<file path="config.mk">
export PLATFORM = sky130hd
export DESIGN_NAME = refill_arbiter
export DESIGN_NICKNAME = d
export VERILOG_FILES = /design/src/rtl/refill_pkg.sv /design/src/rtl/refill_beat_ctr.sv /design/src/rtl/refill_arbiter.sv
export SDC_FILE = /design/constraint.sdc
export NUM_CORES = 1
export LEC_CHECK = 0
export ABC_AREA = 1
export ABC_CLOCK_PERIOD_IN_PS = 4800
export BUFFER_PORTS_ARGS = -buffer_cell sky130_fd_sc_hd__buf_4
export CORE_AREA = 2 2 104 106
export CTS_CLUSTER_SIZE = 20
export DETAILED_ROUTE_END_ITERATION = 10
export DIE_AREA = 0 0 106 108
export GPL_ROUTABILITY_DRIVEN = 1
export GPL_TIMING_DRIVEN = 1
export MAX_ROUTING_LAYER = met4
export PLACE_DENSITY_LB_ADDON = 0.08
export SETUP_SLACK_MARGIN = 0.1
export SLEW_MARGIN = 10
export SYNTH_ARGS = -nofsm -noshare
export SYNTH_HDL_FRONTEND = slang
export SYNTH_SLANG_ARGS = --single-unit
</file>
<file path="constraint.sdc">
create_clock -name clk -period 4.8 [get_ports clk]
set_input_delay 0.96 -clock clk [delete_from_list [all_inputs] [get_ports clk]]
set_output_delay 0.96 -clock clk [all_outputs]
set_load 0.1 [all_outputs]
</file>
<file path="src/rtl/refill_pkg.sv">
// Shared types for the refill arbiter: FSM states, burst owner and default line geometry.
package refill_pkg;

    localparam int LINE_WORDS = 4;
    localparam int IDX_W      = $clog2(LINE_WORDS);

    typedef enum logic [1:0] {
        IDLE   = 2'd0,
        IBURST = 2'd1,
        DBURST = 2'd2,
        DONE   = 2'd3
    } state_e;

    typedef enum logic {
        OWN_I = 1'b0,
        OWN_D = 1'b1
    } owner_e;

endpackage

</file>
<file path="src/rtl/refill_beat_ctr.sv">
// Loadable wrapping beat counter; o_last flags the final beat of a line regardless of start word.
module refill_beat_ctr
    import refill_pkg::*;
#(
    parameter int WORDS = LINE_WORDS,
    parameter int W     = $clog2(WORDS)
) (
    input  logic         clk,
    input  logic         rstn,
    input  logic         i_load,
    input  logic [W-1:0] i_start,
    input  logic         i_inc,
    output logic [W-1:0] o_idx,
    output logic         o_last
);

    logic [W-1:0] r_idx;
    logic [W-1:0] r_cnt;

    // Word index wraps naturally (power-of-two line); r_cnt counts beats issued.
    always_ff @(posedge clk) begin
        if (!rstn) begin
            r_idx <= {W{1'b0}};
            r_cnt <= {W{1'b0}};
        end else if (i_load) begin
            r_idx <= i_start;
            r_cnt <= {W{1'b0}};
        end else if (i_inc) begin
            r_idx <= r_idx + W'(1);
            r_cnt <= r_cnt + W'(1);
        end
    end

    assign o_idx  = r_idx;
    assign o_last = (r_cnt == W'(WORDS - 1));

endmodule

</file>
<file path="src/rtl/refill_arbiter.sv">
// Memory-port arbiter for I/D cache line bursts with fixed D priority.
// Optional critical-word-first read bursts: define REFILL_ARBITER_CWF_EN.
module refill_arbiter
    import refill_pkg::*;
#(
    parameter int LINE_WORDS = 4,
    parameter int ADDR_W     = 32,
    parameter int DATA_W     = 32
) (
    input  logic                          clk,
    input  logic                          rstn,
    input  logic                          i_req,
    input  logic [ADDR_W-1:0]             i_addr,
    input  logic                          d_req,
    input  logic                          d_we,
    input  logic [ADDR_W-1:0]             d_addr,
    input  logic [DATA_W-1:0]             d_wdata,
    output logic                          mem_req,
    output logic                          mem_we,
    output logic [ADDR_W-1:0]             mem_addr,
    output logic [DATA_W-1:0]             mem_wdata,
    input  logic                          mem_ack,
    input  logic [DATA_W-1:0]             mem_rdata,
    output logic                          i_rvalid,
    output logic [$clog2(LINE_WORDS)-1:0] i_idx,
    output logic [DATA_W-1:0]             i_rdata,
    output logic                          f_arrival,
    output logic                          d_rvalid,
    output logic [$clog2(LINE_WORDS)-1:0] d_idx,
    output logic [DATA_W-1:0]             d_rdata,
    output logic                          m_arrival
);

    localparam int                IDX_W    = $clog2(LINE_WORDS);
    localparam int                BYTE_W   = $clog2(DATA_W / 8);
    localparam logic [ADDR_W-1:0] OFF_MASK = ADDR_W'(LINE_WORDS * (DATA_W / 8) - 1);

    state_e            r_state;
    owner_e            r_owner;
    logic [ADDR_W-1:0] r_base;
    logic              r_we;

    state_e            w_next;
    logic              w_grant;
    logic              w_burst;
    logic              w_ack;
    logic              w_last;
    logic [ADDR_W-1:0] w_sel_addr;
    logic [IDX_W-1:0]  w_start;
    logic [IDX_W-1:0]  w_idx;
    logic [ADDR_W-1:0] w_beat_addr;

    assign w_grant     = (r_state == IDLE) && (d_req || i_req);
    assign w_burst     = (r_state == IBURST) || (r_state == DBURST);
    assign w_ack       = w_burst && mem_ack;
    assign w_sel_addr  = d_req ? d_addr : i_addr;
    assign w_beat_addr = r_base | (ADDR_W'(w_idx) << BYTE_W);

    // Starting word of the burst being granted this cycle.
    always_comb begin
        w_start = {IDX_W{1'b0}};
`ifdef REFILL_ARBITER_CWF_EN
        if (d_req && d_we) begin
            w_start = {IDX_W{1'b0}};
        end else begin
            w_start = IDX_W'(w_sel_addr >> BYTE_W);
        end
`endif
    end

    // Next-state: D wins arbitration, bursts end on the ack of the last beat.
    always_comb begin
        w_next = r_state;
        case (r_state)
            IDLE: begin
                if (d_req) begin
                    w_next = DBURST;
                end else if (i_req) begin
                    w_next = IBURST;
                end else begin
                    w_next = IDLE;
                end
            end
            IBURST, DBURST: begin
                if (mem_ack && w_last) begin
                    w_next = DONE;
                end else begin
                    w_next = r_state;
                end
            end
            DONE:    w_next = IDLE;
            default: w_next = IDLE;
        endcase
    end

    // State plus request attributes captured at grant.
    always_ff @(posedge clk) begin
        if (!rstn) begin
            r_state <= IDLE;
            r_owner <= OWN_I;
            r_base  <= {ADDR_W{1'b0}};
            r_we    <= 1'b0;
        end else begin
            r_state <= w_next;
            if (w_grant) begin
                r_owner <= d_req ? OWN_D : OWN_I;
                r_base  <= w_sel_addr & ~OFF_MASK;
                r_we    <= d_req && d_we;
            end
        end
    end

    refill_beat_ctr #(
        .WORDS (LINE_WORDS),
        .W     (IDX_W)
    ) u_beat_ctr (
        .clk     (clk),
        .rstn    (rstn),
        .i_load  (w_grant),
        .i_start (w_start),
        .i_inc   (w_ack),
        .o_idx   (w_idx),
        .o_last  (w_last)
    );

    // Read data and rvalid are combinational with mem_ack; everything idles at zero.
    always_comb begin
        mem_req   = 1'b0;
        mem_we    = 1'b0;
        mem_addr  = {ADDR_W{1'b0}};
        mem_wdata = {DATA_W{1'b0}};
        i_rvalid  = 1'b0;
        i_idx     = {IDX_W{1'b0}};
        i_rdata   = {DATA_W{1'b0}};
        f_arrival = 1'b0;
        d_rvalid  = 1'b0;
        d_idx     = {IDX_W{1'b0}};
        d_rdata   = {DATA_W{1'b0}};
        m_arrival = 1'b0;
        case (r_state)
            IBURST: begin
                mem_req  = 1'b1;
                mem_addr = w_beat_addr;
                i_idx    = w_idx;
                i_rvalid = mem_ack;
                i_rdata  = mem_ack ? mem_rdata : {DATA_W{1'b0}};
            end
            DBURST: begin
                mem_req   = 1'b1;
                mem_addr  = w_beat_addr;
                mem_we    = r_we;
                mem_wdata = r_we ? d_wdata : {DATA_W{1'b0}};
                d_idx     = w_idx;
                d_rvalid  = mem_ack && !r_we;
                d_rdata   = (mem_ack && !r_we) ? mem_rdata : {DATA_W{1'b0}};
            end
            DONE: begin
                f_arrival = (r_owner == OWN_I);
                m_arrival = (r_owner == OWN_D);
            end
            IDLE:    mem_req = 1'b0;
            default: mem_req = 1'b0;
        endcase
    end

endmodule

</file>
==> results.md, run 1 <==
- The flow ran to the end, and the final reports show no timing, DRC or antenna violations.
- Clock-pin slew was measured on the worst setup and hold paths at 0.06 ns.
- After clock tree synthesis, the repair step resized 0 gates.
- After filler insertion, the fill cell instance count of the layout stands at 1095.
- Synthesis handed over a netlist of 581 instances.
- The register-to-register path setup slack is 2.98 ns.
- The worst clock skew is 0.00280 ns.
- The stage delay of the slowest cell on the critical path is 0.59 ns.
- Entering global routing, the biggest net connects 53 pins.
- The post-route antenna net violation count is 0.
- The data arrival at the endpoint of the critical path is 2.45 ns.
- Sorting the synthesized cells by area gives the leading types as sky130_fd_sc_hd__dfxtp_1, sky130_fd_sc_hd__nand2_1, sky130_fd_sc_hd__nor2_1.
- The clock root buffer is sky130_fd_sc_hd__clkbuf_8.
- The ratio of cells with drive above 1 in the final layout is 32.9%.
- The final global-route overflow total is 0.
- The number of global-route vias before repair is 3435.
- The worst setup timing slack at the placement stage is 1.41 ns.
- The floorplan step defined a die boundary enclosing 11400 µm².
- The maximum count of clock buffers along a single path is 2.
- The starting density of the core is 28.6%.
- The type of the worst min-delay path is reg -> reg.
- The worst register-to-register path begins at r_state[0].
- The repair_antennas step left the layout with diodes totalling 0.
- The critical path launch point type is an input pin.
- The total vias in the final route is 3814.
- Summed over all instances, the cell type with the most area after synthesis is sky130_fd_sc_hd__dfxtp_1.
- The library cells used most frequently in the layout, excluding fill and tap cells, are sky130_fd_sc_hd__buf_4, sky130_fd_sc_hd__nand2_1, sky130_fd_sc_hd__nor2_1.
- The total of warnings raised by yosys is 0.
- The number of buffers inserted by port buffering is 261.
- For this run, design rule violations remaining after detail routing come to 0.
- The number of hold-repair buffers added at the cts stage is 0.
- The width of the die is 106 µm.
- The normalized max-slew margin is 29.0%.
- The number of iterations in the first detailed-routing pass is 4.
- The total power per unit cell area is 509 nW/µm².
- The worst hold path was traced through 2 stages.
- Counting flops and latches in the post-synthesis netlist gives 36.
- The final clock period utilization by the worst path is 71.1%.
- The maximum clock frequency is 293 MHz.
- The reg-to-reg critical path endpoint is r_state[1].
- The number of violations reported at the end of detailed-routing iteration 0 is 230.
- The portion of synthesized cell area occupied by the leading cell type is 24.7%.
- In this run the most critical hold path is launched from u_beat_ctr.r_cnt[1].
- Setup repair after global routing left no endpoint under its margin.
- The cell count of the worst reg-to-reg path is 7.
- The number of antenna violations at the first check in global routing is 0.
- For hold timing, the worst endpoint is u_beat_ctr.r_cnt[1].
- The total number of H-tree levels is 2.
- IR analysis of the VDD net gives a maximum drop of 0.000290 V.
- The synthesized netlist contains 17 unique library cells.
- The count of maximum capacitance violations is 0.
- Once detailed placement completed, the half-perimeter wirelength came to 8840 µm.
- The first-pass GRT wire length is 17200 µm.
- After the last flow step, the layout net total stands at 963.
- After floorplanning, the core was divided into 37 placement rows.
- For the final routed database, the setup TNS stands at 0 ns.
- The total CTS buffers is 5.
- Summed over all cells, the static leakage comes to 3.43 nW.
- The average vias per placed instance is 3.99.
- The count of pins over their slew limit came to 0.
- The TritonCTS clock tree is done.
- The commonest non-fill, non-tap cell in the layout is sky130_fd_sc_hd__buf_4.
- At the pin with the least slew margin, the transition time is 1.06 ns.
- At the end of routability-driven placement, the weighted congestion stood at 0.818.
- The clock period minus final worst setup slack is 3.41 ns.
- For this design, the slowest cell found on the critical path is sky130_fd_sc_hd__nand2_1.
- The capturing element type of the critical path is an output pin.
- Across every metal layer, demand over resource in global routing totals 19.1%.
- Setup slack closes at 1.39 ns.
- Of all nets on the critical path, the largest fanout is 33.
- The part of the Yosys area used for sequential elements is 24.7%.
- The overall routed net length is 11100 µm.
- After detailed routing, the average wire length per cell comes to 11.6 µm.
- The number of hold-slack violations in the final timing report was 0.
- The critical path contains buffers and inverters numbering 3 combined.
- Traced cell by cell, the critical path runs through buf_4 > inv_1 > nor2_1 > nand2_1 > nor2_1 > buf_4.
- The relative area change from synthesis to final layout is 70.6%.
- The number of buffers inserted by post-CTS setup repair is 0.
- The number of clock sinks seen by CTS is 36.
- The top cell family by delay on the critical path is simple AND/OR/NAND/NOR gates.
- From bottom edge to top edge, the die measures 108 µm.
- In this run the standard cell core region covers 10200 µm².
- The worst setup path is of the in -> out kind.
- The required time reported for the critical path endpoint is 3.84 ns.
- The count of final setup violators is 0.
- At the later pin of the worst-skew pair, clock insertion delay measures 0.28 ns.
- The top-level port count is 272.
- The synthesized area is 2920 µm².
- The mean cell area of the mapped netlist is 5.03 µm².
==> power by group <==
group	internal (mW)	switching (mW)	leakage [nW]	total (mW)
sequential	0.404	0.0596	0.298	0.464
clock	0.0986	0.101	0.0410	0.200
combinational	0.403	1.47	3.09	1.87
==> registers in the layout (all words and copies together), names as in the netlist <==
| register | cells |
|---|---|
| u_beat_ctr.o_idx | 2 |
| r_we | 1 |
| u_beat_ctr.r_cnt | 2 |
| r_owner | 1 |
| r_state | 2 |
| r_base | 28 |
==> final cells by class <==
class                   count  area, µm²  share of cell area (%)
well taps                 136        170                    3.41
inverters                 139        522                    10.5
clock buffers               6       72.6                    1.46
flip-flops and latches     36        721                    14.5
repair buffers            263       1970                    39.6
clock inverters             1       5.00                   0.100
multi-input cells         376       1520                    30.5
==> logic make-up (layout without fill, tap and decap cells) <==
family          count (synthesis)  after routing  synth area share, %
simple gates                  358            358                 46.2
buf+inv                       170            409                 23.5
flops                          36             36                 24.7
fa+ha+maj                       8              8                 3.43
compound gates                  6              6                 1.50
xor+xnor                        2              2                0.600
other cells                     1              2                0.128
==> worst min-delay path: stages, from the launching register on <==
cell,delay [ns]
sky130_fd_sc_hd__dfxtp_1,0.32
sky130_fd_sc_hd__nand2_1,0.06
sky130_fd_sc_hd__a21oi_1,0.05
==> worst max path at each step <==
stage,startpoint,endpoint,cells past startpoint
after global routing,mem_ack,d_rdata[29],6
final,mem_ack,d_rdata[10],6
after global placement,mem_ack,d_rdata[26],6
after floorplan,mem_ack,d_rdata[22],5
after detailed placement,mem_ack,d_rdata[10],6
after CTS,mem_ack,d_rdata[10],6
==> Yosys cell counts (all sizes together) <==
cell type  instances
conb               1
dfxtp             36
ha                 8
xor2               2
o21ai              4
nand2            192
clkbuf             9
nor2             161
a21oi              1
buf               22
nand3              5
inv              139
o21bai             1
==> routing by layer <==
layer | up-vias | part of all wire, % | track usage (%)
met1 | 1595 | 40 | 21.8
met4 | 0 | 1.3 | 4.79
li1 | 2067 | - | -
met2 | 144 | 50 | 33.5
met3 | 8 | 9.0 | 5.00
met5 | - | 0 | -
==> stage by stage <==
stage          utilization, %  hold WS [ns]  area (µm²)  total power, mW  instances
3_3_place_gp             48.0         0.454        4910             2.34        950
6_report                 48.7         0.481        4980             2.54        957
2_1_floorplan               -         0.445        2930             1.96        582
4_1_cts                  48.7         0.486        4980             2.57        957
5_1_grt                  48.7         0.520        4980             2.70        957
3_5_place_dp             48.0         0.472        4910             2.35        950
(Power assumes the default switching activity.)
==> run 2: changes to the inputs <==
- ABC_AREA: 1 -> 0
- ABC_CLOCK_PERIOD_IN_PS: 4800 -> 3400
- CORE_AREA: 2 2 104 106 -> 2 2 106 108
- DIE_AREA: 0 0 106 108 -> 0 0 108 110
- clock period: 4.8 -> 3.4 ns (I/O delays scaled with it)
==> results.md, run 2 <==
- The static power due to leakage is 2.73 nW (was 3.43 nW).
- The count of maximum capacitance violations is 0 (unchanged).
- The total power per unit cell area is 762 nW/µm² (was 509 nW/µm²).
- The cell count of the worst reg-to-reg path came to 6 (was 7).
- The share of synthesized cell area in full adder, half adder and majority cells was 3.66% (was 3.43%).
- The number of unique standard cell types used by synthesis is 29 (was 17).
- The part of the Yosys area used for sequential elements was 26.4% (was 24.7%).
- Leading post-synthesis cells by cell area: sky130_fd_sc_hd__dfxtp_1, sky130_fd_sc_hd__and2_1, sky130_fd_sc_hd__and3_1 (was sky130_fd_sc_hd__dfxtp_1, sky130_fd_sc_hd__nand2_1, sky130_fd_sc_hd__nor2_1).
- The number of cell rows was 38 (was 37).
- The largest family of logic cells by synthesized area is simple AND/OR/NAND/NOR gates (unchanged).
- The relative area change from synthesis to final layout was 77.7% (was 70.6%).
- The most used flip-flop cell after synthesis is sky130_fd_sc_hd__dfxtp_1 (unchanged).
- The area fraction in and, or, nand and nor cells after synthesis was 37.2% (was 46.2%).
- The area of the multi-input gates came to 1820 µm² (was 1520 µm²).
- The synthesized-area fraction occupied by ao, oa, aoi and oai cells is 14.1% (was 1.50%).
- The portion of synthesized cell area occupied by the leading cell type is 26.4% (was 24.7%).
- The total of warnings raised by yosys is 0 (unchanged).
- The total number of H-tree levels is 2 (unchanged).
- The final global-route overflow total is 0 (unchanged).
- Leading cell types in the layout, fill and taps excluded: sky130_fd_sc_hd__buf_4, sky130_fd_sc_hd__and2_1, sky130_fd_sc_hd__and3_1 (was sky130_fd_sc_hd__buf_4, sky130_fd_sc_hd__nand2_1, sky130_fd_sc_hd__nor2_1).
- The post-route antenna net violation count is 0 (unchanged).
- The total vias in the final route is 3132 (was 3814).
- The leading cell type by number of instances after synthesis is sky130_fd_sc_hd__and2_1 (was sky130_fd_sc_hd__nand2_1).
- The instance count along the most critical hold path is 2 (unchanged).
- The utilization after layout is 45.4% (was 48.7%).
- The total instance count after detailed placement was 705 (was 950).
- The maximum count of clock buffers along a single path is 2 (unchanged).
- The worst path setup slack after routing came to 0.573 ns (was 1.39 ns).
- The die height is 110 µm (was 108 µm).
- The normalized max-slew margin is 39.0% (was 29.0%).
- Critical path, cell by cell: inv_1 > ha_1 > and3_1 > buf_4 (was buf_4 > inv_1 > nor2_1 > nand2_1 > nor2_1 > buf_4).
- The number of buffers inserted by post-CTS setup repair came to 0 (unchanged).
- The mean cell area of the mapped netlist is 8.31 µm² (was 5.03 µm²).
- The ratio of cells with drive above 1 in the final layout is 52.5% (was 32.9%).
- The clock root buffer is sky130_fd_sc_hd__clkbuf_8 (unchanged).
- The post-cts resize count is 0 (unchanged).
- The starting density of the core was 25.5% (was 28.6%).
- The total negative slack is 0 ns (unchanged).
- The mean routed wirelength per cell is 14.7 µm (was 11.6 µm).
- The largest net degree at the start of global routing is 39 (was 53).
- The mux cell area share after synthesis was 10.3% (was 0%).
- The required time reported for the critical path endpoint came to 2.72 ns (was 3.84 ns).
- The flip-flop and latch count after synthesis is 36 (unchanged).
- Most numerous cell types in the synthesized netlist: sky130_fd_sc_hd__and2_1, sky130_fd_sc_hd__and3_1, sky130_fd_sc_hd__dfxtp_1 (was sky130_fd_sc_hd__nand2_1, sky130_fd_sc_hd__nor2_1, sky130_fd_sc_hd__inv_1).
- The clock-pin transition on the worst setup and hold timing paths is 0.08 ns (was 0.06 ns).
- The number of nets in the layout is 714 (was 963).
- The critical path launch point type is a flop (was input pin).
- The total of fill cells in the finished design is 1059 (was 1095).
- The count of pins over their slew limit came to 0 (unchanged).
- The capturing element type of the critical path is an output pin (unchanged).
- The overall power after layout is 3.70 mW (was 2.54 mW).
- Outcome: finished clean (unchanged).
- The number of global-route vias before repair is 2876 (was 3435).
- The number of inserted diodes came to 0 (unchanged).
- The post-detailed-placement half-perimeter wirelength is 8250 µm (was 8840 µm).
- The first-pass GRT wire length is 15100 µm (was 17200 µm).
- The area after detailed placement came to 4740 µm² (was 4910 µm²).
- The data arrival at the endpoint of the critical path is 2.15 ns (was 2.45 ns).
- The largest fanout on the critical path came to 32 (was 33).
- The worst setup timing slack at the placement stage is 0.830 ns (was 1.41 ns).
- The worst clock skew is 0.00655 ns (was 0.00280 ns).
- The number of hold-slack violations in the final timing report is 0 (unchanged).
- The number of antenna violations at the first check in global routing was 0 (unchanged).
- The synthesized area is 2730 µm² (was 2920 µm²).
- The core outline area is 10700 µm² (was 10200 µm²).
- The average vias per placed instance is 4.39 (was 3.99).
- The TritonCTS clock tree was done (unchanged).
- The number of buffers inserted by port buffering is 261 (unchanged).
- The width of the die is 108 µm (was 106 µm).
- The area share of xor/xnor cells in the synthesized design is 0.962% (was 0.600%).
- The top register by number of flip-flops was r_base (unchanged).
- The post-synthesis cell type with the largest combined area is sky130_fd_sc_hd__dfxtp_1 (unchanged).
- The transition time at the pin with the least slew margin is 0.915 ns (was 1.06 ns).
- The number of iterations in the first detailed-routing pass came to 4 (unchanged).
- The depth of the critical timing path with buffers and inverters included is 4 (was 6).
- The die area is 11900 µm² (was 11400 µm²).
- The master of the slowest instance on the critical path is sky130_fd_sc_hd__ha_1 (was sky130_fd_sc_hd__nand2_1).
- The flip-flop count of the largest register after layout is 28 (unchanged).
- The number of buffer and inverter instances along the worst setup path is 2 (was 3).
- The stage delay of the slowest cell on the critical path was 0.78 ns (was 0.59 ns).
- The top-level port count is 272 (unchanged).
- The worst hold slack across all endpoints was 0.476 ns (was 0.481 ns).
- The share of flip-flops with an asynchronous set or reset after synthesis was 0% (unchanged).
- Timing would allow up to 354 MHz.
- The post-layout instance count excluding filler cells is 713 (was 957).
- The register area is 721 µm² (unchanged).
- The total CTS buffers is 5 (unchanged).
- The number of violations reported at the end of detailed-routing iteration 0 is 170 (was 230).
- Unrepaired setup endpoints after global routing: no (unchanged).
- The number of hold-repair buffers added at the cts stage is 0 (unchanged).
- The number of enable flip-flop cells after synthesis is 0 (unchanged).
- The all-layer global routing usage is 16.5% (was 19.1%).
- The worst supply voltage drop on vdd is 0.000395 V (was 0.000290 V).
- The count of final setup violators is 0 (unchanged).
- The gate count after technology mapping was 329 (was 581).
- The number of clock sinks seen by CTS is 36 (unchanged).
- The routed design could run at a clock period as short as 2.83 ns.
- The type of the worst min-delay path is reg -> reg (unchanged).
- The overall routed net length came to 10500 µm (was 11100 µm).
- The critical path class is reg -> out (was in -> out).
- The top cell family by delay on the critical path was adder cells (was simple AND/OR/NAND/NOR gates).
- The total non-filler cell area in the finished layout is 4860 µm² (was 4980 µm²).
- The final RePlAce weighted congestion is 0.814 (was 0.818).
- Dividing the final minimum period by the clock period gives 83.1%.
- The clock latency reported for the late side of the worst-skew pair is 0.29 ns (was 0.28 ns).
- The post-route DRC violation count was 0 (unchanged).
- The commonest non-fill, non-tap cell in the layout was sky130_fd_sc_hd__buf_4 (unchanged).
==> run 2: changes by cell type after synthesis, sizes merged, moves of 3 or more <==
cell    change
and3       +64
mux2i      +28
buf         -9
nor2      -126
clkbuf     +12
nand3       -3
and2       +69
inv       -136
nand2     -186
a211oi     +28
==> run 2: layout make-up <==
type	count	share of cell area, %
Clock inverter	3	0.953
Tap cell	140	3.61
Multi-Input combinational cell	257	37.4
Sequential cell	36	14.8
Inverter	3	0.232
Clock buffer	5	1.42
Timing Repair Buffer	269	41.6
==> run 2: worst register-to-register path, cell delays in order (launching register included) <==
cell and delay (ns):
sky130_fd_sc_hd__dfxtp_1 0.36, sky130_fd_sc_hd__inv_1 0.14, sky130_fd_sc_hd__ha_1 0.26, sky130_fd_sc_hd__o21a_2 0.69, sky130_fd_sc_hd__buf_4 0.40, sky130_fd_sc_hd__nor2_1 0.09, sky130_fd_sc_hd__a211oi_2 0.19
==> run 2: layer usage <==
metal  up-vias  global-route usage, %  part of all wire, %  wire (µm)
li1       1609                      -                    -          -
met1      1359                   18.1                   38       4010
met2       148                   29.9                   51       5320
met3        16                   4.17                  9.1        957
met4         0                   4.49                  1.8        186
met5         -                      -                    0          0
==> run 2: cells by family (layout without fill, tap and decap cells) <==
| family | Yosys count | after routing |
|---|---|---|
| and+or+nand+nor | 179 | 179 |
| AOI/OAI and AO/OA | 37 | 37 |
| buffers and inverters | 37 | 280 |
| DFF | 36 | 36 |
| muxes | 28 | 28 |
| adders and majority gates | 8 | 8 |
| xor gates and xnor gates | 3 | 3 |
| other | 1 | 2 |
==> run 2: worst paths after layout <==
kind | endpoint | slack, ns | start
min reg2reg | u_beat_ctr.r_cnt[1] | 0.48 | u_beat_ctr.r_cnt[1]
min | u_beat_ctr.r_cnt[1] | 0.48 | u_beat_ctr.r_cnt[1]
max | i_rdata[9] | 0.57 | r_state[1]
max reg2reg | r_base[13] | 1.21 | r_state[0]
==> run 2: where the power goes <==
| group | total (mW) | internal [mW] | leakage, nW | switching, mW |
|---|---|---|---|---|
| Sequential | 0.643 | 0.569 | 0.298 | 0.0743 |
| Clock | 0.389 | 0.221 | 0.0548 | 0.168 |
| Combinational | 2.67 | 0.637 | 2.38 | 2.03 |
| Total | 3.70 | 1.43 | 2.73 | 2.28 |
==> run 3: changes to the inputs <==
- ABC_CLOCK_PERIOD_IN_PS: 3400 -> 2600
- clock period: 3.4 -> 2.6 ns (I/O delays scaled with it)
==> results.md, run 3 (synthesis gave the netlist of run 2 again) <==
- The final global-route overflow total was 0 (unchanged).
- The largest fanout on the critical path is 33 (was 32).
- The clock-pin transition on the worst setup and hold timing paths is 0.07 ns (was 0.08 ns).
- The number of violations reported at the end of detailed-routing iteration 0 is 109 (was 170).
- The all-layer global routing usage is 16.0% (was 16.5%).
- The average vias per placed instance is 4.39 (about the same).
- The reg-to-reg critical path endpoint is r_base[19] (was r_base[13]).
- The top-level port count is 272 (unchanged).
- The beginning of the worst hold path is u_beat_ctr.r_cnt[1] (unchanged).
- The number of inserted diodes came to 0 (unchanged).
- The overall routed net length was 10300 µm (was 10500 µm).
- The worst supply voltage drop on vdd was 0.000449 V (was 0.000395 V).
- The number of antenna violations at the first check in global routing is 0 (unchanged).
- The data arrival at the endpoint of the critical path is 1.87 ns (was 2.15 ns).
- The critical path launch point type was a flop (unchanged).
- The smallest clock period supported by the final layout is computed as 2.39 ns.
- The count of maximum capacitance violations was 0 (unchanged).
- The highest-utilization routing layer at the global route stage is met2 (unchanged).
- The number of hold-repair buffers added at the cts stage is 0 (unchanged).
- The fraction of power spent switching nets is 61.1% (was 61.5%).
- Outcome: finished clean (unchanged).
- The total power per unit cell area is 981 nW/µm² (was 762 nW/µm²).
- The cell internal power dissipation came to 1.89 mW (was 1.43 mW).
- The capturing element type of the critical path was an output pin (unchanged).
- The fraction of met3 tracks used by global routing was 4.17% (unchanged).
- The met1 track demand over resource in global routing is 17.3% (was 18.1%).
- The maximum count of clock buffers along a single path is 2 (unchanged).
- The part of the power in the clock network is 8.5% (was 10.5%).
- The total number of H-tree levels was 2 (unchanged).
- The TritonCTS clock tree is done (unchanged).
- The total CTS buffers is 5 (unchanged).
- Unrepaired setup endpoints after global routing: no (unchanged).
- The first-pass GRT wire length is 14600 µm (was 15100 µm).
- The master of the slowest instance on the critical path is sky130_fd_sc_hd__dfxtp_1 (was sky130_fd_sc_hd__ha_1).
- The core outline area is 10700 µm² (unchanged).
- The commonest non-fill, non-tap cell in the layout was sky130_fd_sc_hd__buf_4 (unchanged).
- The portion of total power attributed to combinational logic is 74.3% (was 72.1%).
- The switching power of the nets is 2.97 mW (was 2.28 mW).
- The relative area change from synthesis to final layout is 81.2% (was 77.7%).
- The post-detailed-placement half-perimeter wirelength was 8140 µm (was 8250 µm).
- The worst clock skew is 0.00580 ns (was 0.00655 ns).
- The count of pins over their slew limit is 0 (unchanged).
- The number of buffers inserted by port buffering is 261 (unchanged).
- The maximum clock frequency is 419 MHz.
- The final RePlAce weighted congestion is 0.733 (was 0.814).
- The stage delay of the slowest cell on the critical path came to 0.35 ns (was 0.78 ns).
- The total of fill cells in the finished design is 1070 (was 1059).
- The total non-filler cell area in the finished layout was 4950 µm² (was 4860 µm²).
- The number of global-route vias before repair is 2816 (was 2876).
- The met2 usage came to 29.6% (was 29.9%).
- The clock latency reported for the late side of the worst-skew pair came to 0.28 ns (was 0.29 ns).
- The normalized max-slew margin was 58.7% (was 39.0%).
- The top register by number of flip-flops is r_base (unchanged).
- The number of iterations in the first detailed-routing pass is 4 (unchanged).
- The post-route antenna net violation count came to 0 (unchanged).
- Critical path, cell by cell: inv_1 > ha_1 > nand2_1 > nor2_1 > buf_6 > and2_2 > buf_4 (was inv_1 > ha_1 > and3_1 > buf_4).
- The number of nets in the layout is 715 (was 714).
- The required time reported for the critical path endpoint is 2.08 ns (was 2.72 ns).
- The number of hold-slack violations in the final timing report is 0 (unchanged).
- The clock root buffer was sky130_fd_sc_hd__clkbuf_8 (unchanged).
- The source of the worst register-to-register timing path is r_state[0] (unchanged).
- The die height is 110 µm (unchanged).
- Leading cell types in the layout, fill and taps excluded: sky130_fd_sc_hd__buf_4, sky130_fd_sc_hd__and3_1, sky130_fd_sc_hd__and2_2 (was sky130_fd_sc_hd__buf_4, sky130_fd_sc_hd__and2_1, sky130_fd_sc_hd__and3_1).
- The area of the multi-input gates is 1880 µm² (was 1820 µm²).
- Dividing the final minimum period by the clock period gives 91.8%.
- The part of the total power dissipated in sequential elements came to 17.3% (was 17.4%).
- The static power due to leakage is 2.78 nW (was 2.73 nW).
- The register area came to 721 µm² (unchanged).
- The mean routed wirelength per cell is 14.4 µm (was 14.7 µm).
- The total negative slack is 0 ns (unchanged).
- The register-to-register path setup slack is 0.68 ns (was 1.21 ns).
- The die area is 11900 µm² (unchanged).
- The flip-flop count of the largest register after layout came to 28 (unchanged).
- The terminating pin of the worst hold path is u_beat_ctr.r_cnt[1] (unchanged).
- The post-route DRC violation count is 0 (unchanged).
- The ratio of cells with drive above 1 in the final layout is 59.6% (was 52.5%).
- The total vias in the final route is 3137 (was 3132).
- The largest net degree at the start of global routing is 41 (was 39).
- The critical path class is reg -> out (unchanged).
- The number of buffers inserted by post-CTS setup repair is 0 (unchanged).
- The transition time at the pin with the least slew margin was 0.619 ns (was 0.915 ns).
- The area after detailed placement is 4840 µm² (was 4740 µm²).
- The starting density of the core is 25.5% (unchanged).
- The cell count of the worst reg-to-reg path is 6 (unchanged).
- The type of the worst min-delay path is reg -> reg (unchanged).
- The number of clock sinks seen by CTS came to 36 (unchanged).
- The count of final setup violators is 0 (unchanged).
- The width of the die came to 108 µm (unchanged).
- The number of cell rows is 38 (unchanged).
- The instance count along the most critical hold path was 2 (unchanged).
[run 3: changes by cell type in the layout (fill, tap and decap cells not counted), sizes merged]
cell	previous run	this run
buf	269	270
inv	4	3
bufinv	1	0
clkbuf	5	6
clkinv	0	2
clkinvlp	1	0
[run 3: worst max path at each step]
stage                     from           to  slack, ns  cells after the start
floorplan           r_state[0]  d_rdata[22]        0.1                      6
global placement    r_state[0]  mem_addr[4]       0.45                      5
detailed placement  r_state[1]  mem_addr[5]       0.42                      5
CTS                 r_state[0]  d_rdata[29]       0.17                      7
global route        r_state[0]  d_rdata[23]       0.07                      7
finish              r_state[0]  d_rdata[30]       0.21                      7
[run 3: area by class of cell]
type                    count  share of cell area [%]
clock inverters             2                   0.202
flip-flops and latches     36                    14.6
repair buffers            270                    41.9
multi-input cells         257                    37.9
inverters                   3                   0.227
well taps                 140                    3.54
clock buffers               6                    1.67
[run 3: power groups by stage]
stage / registers [mW] / logic, mW / clock network [mW]
6_report: 0.839 / 3.61 / 0.412
5_1_grt: 0.867 / 3.79 / 0.459
4_1_cts: 0.842 / 3.63 / 0.437
3_5_place_dp: 0.853 / 3.60 / 0
3_3_place_gp: 0.848 / 3.58 / 0
2_1_floorplan: 0.828 / 2.87 / 0
[run 3: worst max-delay path: cells and delay by family, from the launching register on]
| family | cells | cell delay (ns) |
|---|---|---|
| flops | 1 | 0.35 |
| buf+inv | 3 | 0.68 |
| simple gates | 3 | 0.34 |
| fa+ha+maj | 1 | 0.19 |
[run 3: repair_timing]
action | CTS | global route
hold endpoints to repair | 0 | 0
gates resized for setup | 1 | 3
setup endpoints to repair | 1 | 32
[run 3: metal layers]
metal,part of all wire (%),vias to the layer above
met5,0,-
met4,1.3,0
met3,8.4,10
met2,51,139
met1,39,1380
li1,-,1608
[run 3: metrics by stage]
stage | instances | utilization (%) | worst slack, ns | hold WS (ns) | total power [mW]
2_1_floorplan | 330 | - | 0.0958 | 0.440 | 3.69
3_3_place_gp | 706 | 45.2 | 0.448 | 0.447 | 4.43
3_5_place_dp | 706 | 45.2 | 0.421 | 0.464 | 4.45
4_1_cts | 714 | 46.2 | 0.168 | 0.476 | 4.91
5_1_grt | 714 | 46.3 | 0.0725 | 0.493 | 5.12
6_report | 714 | 46.3 | 0.213 | 0.469 | 4.86
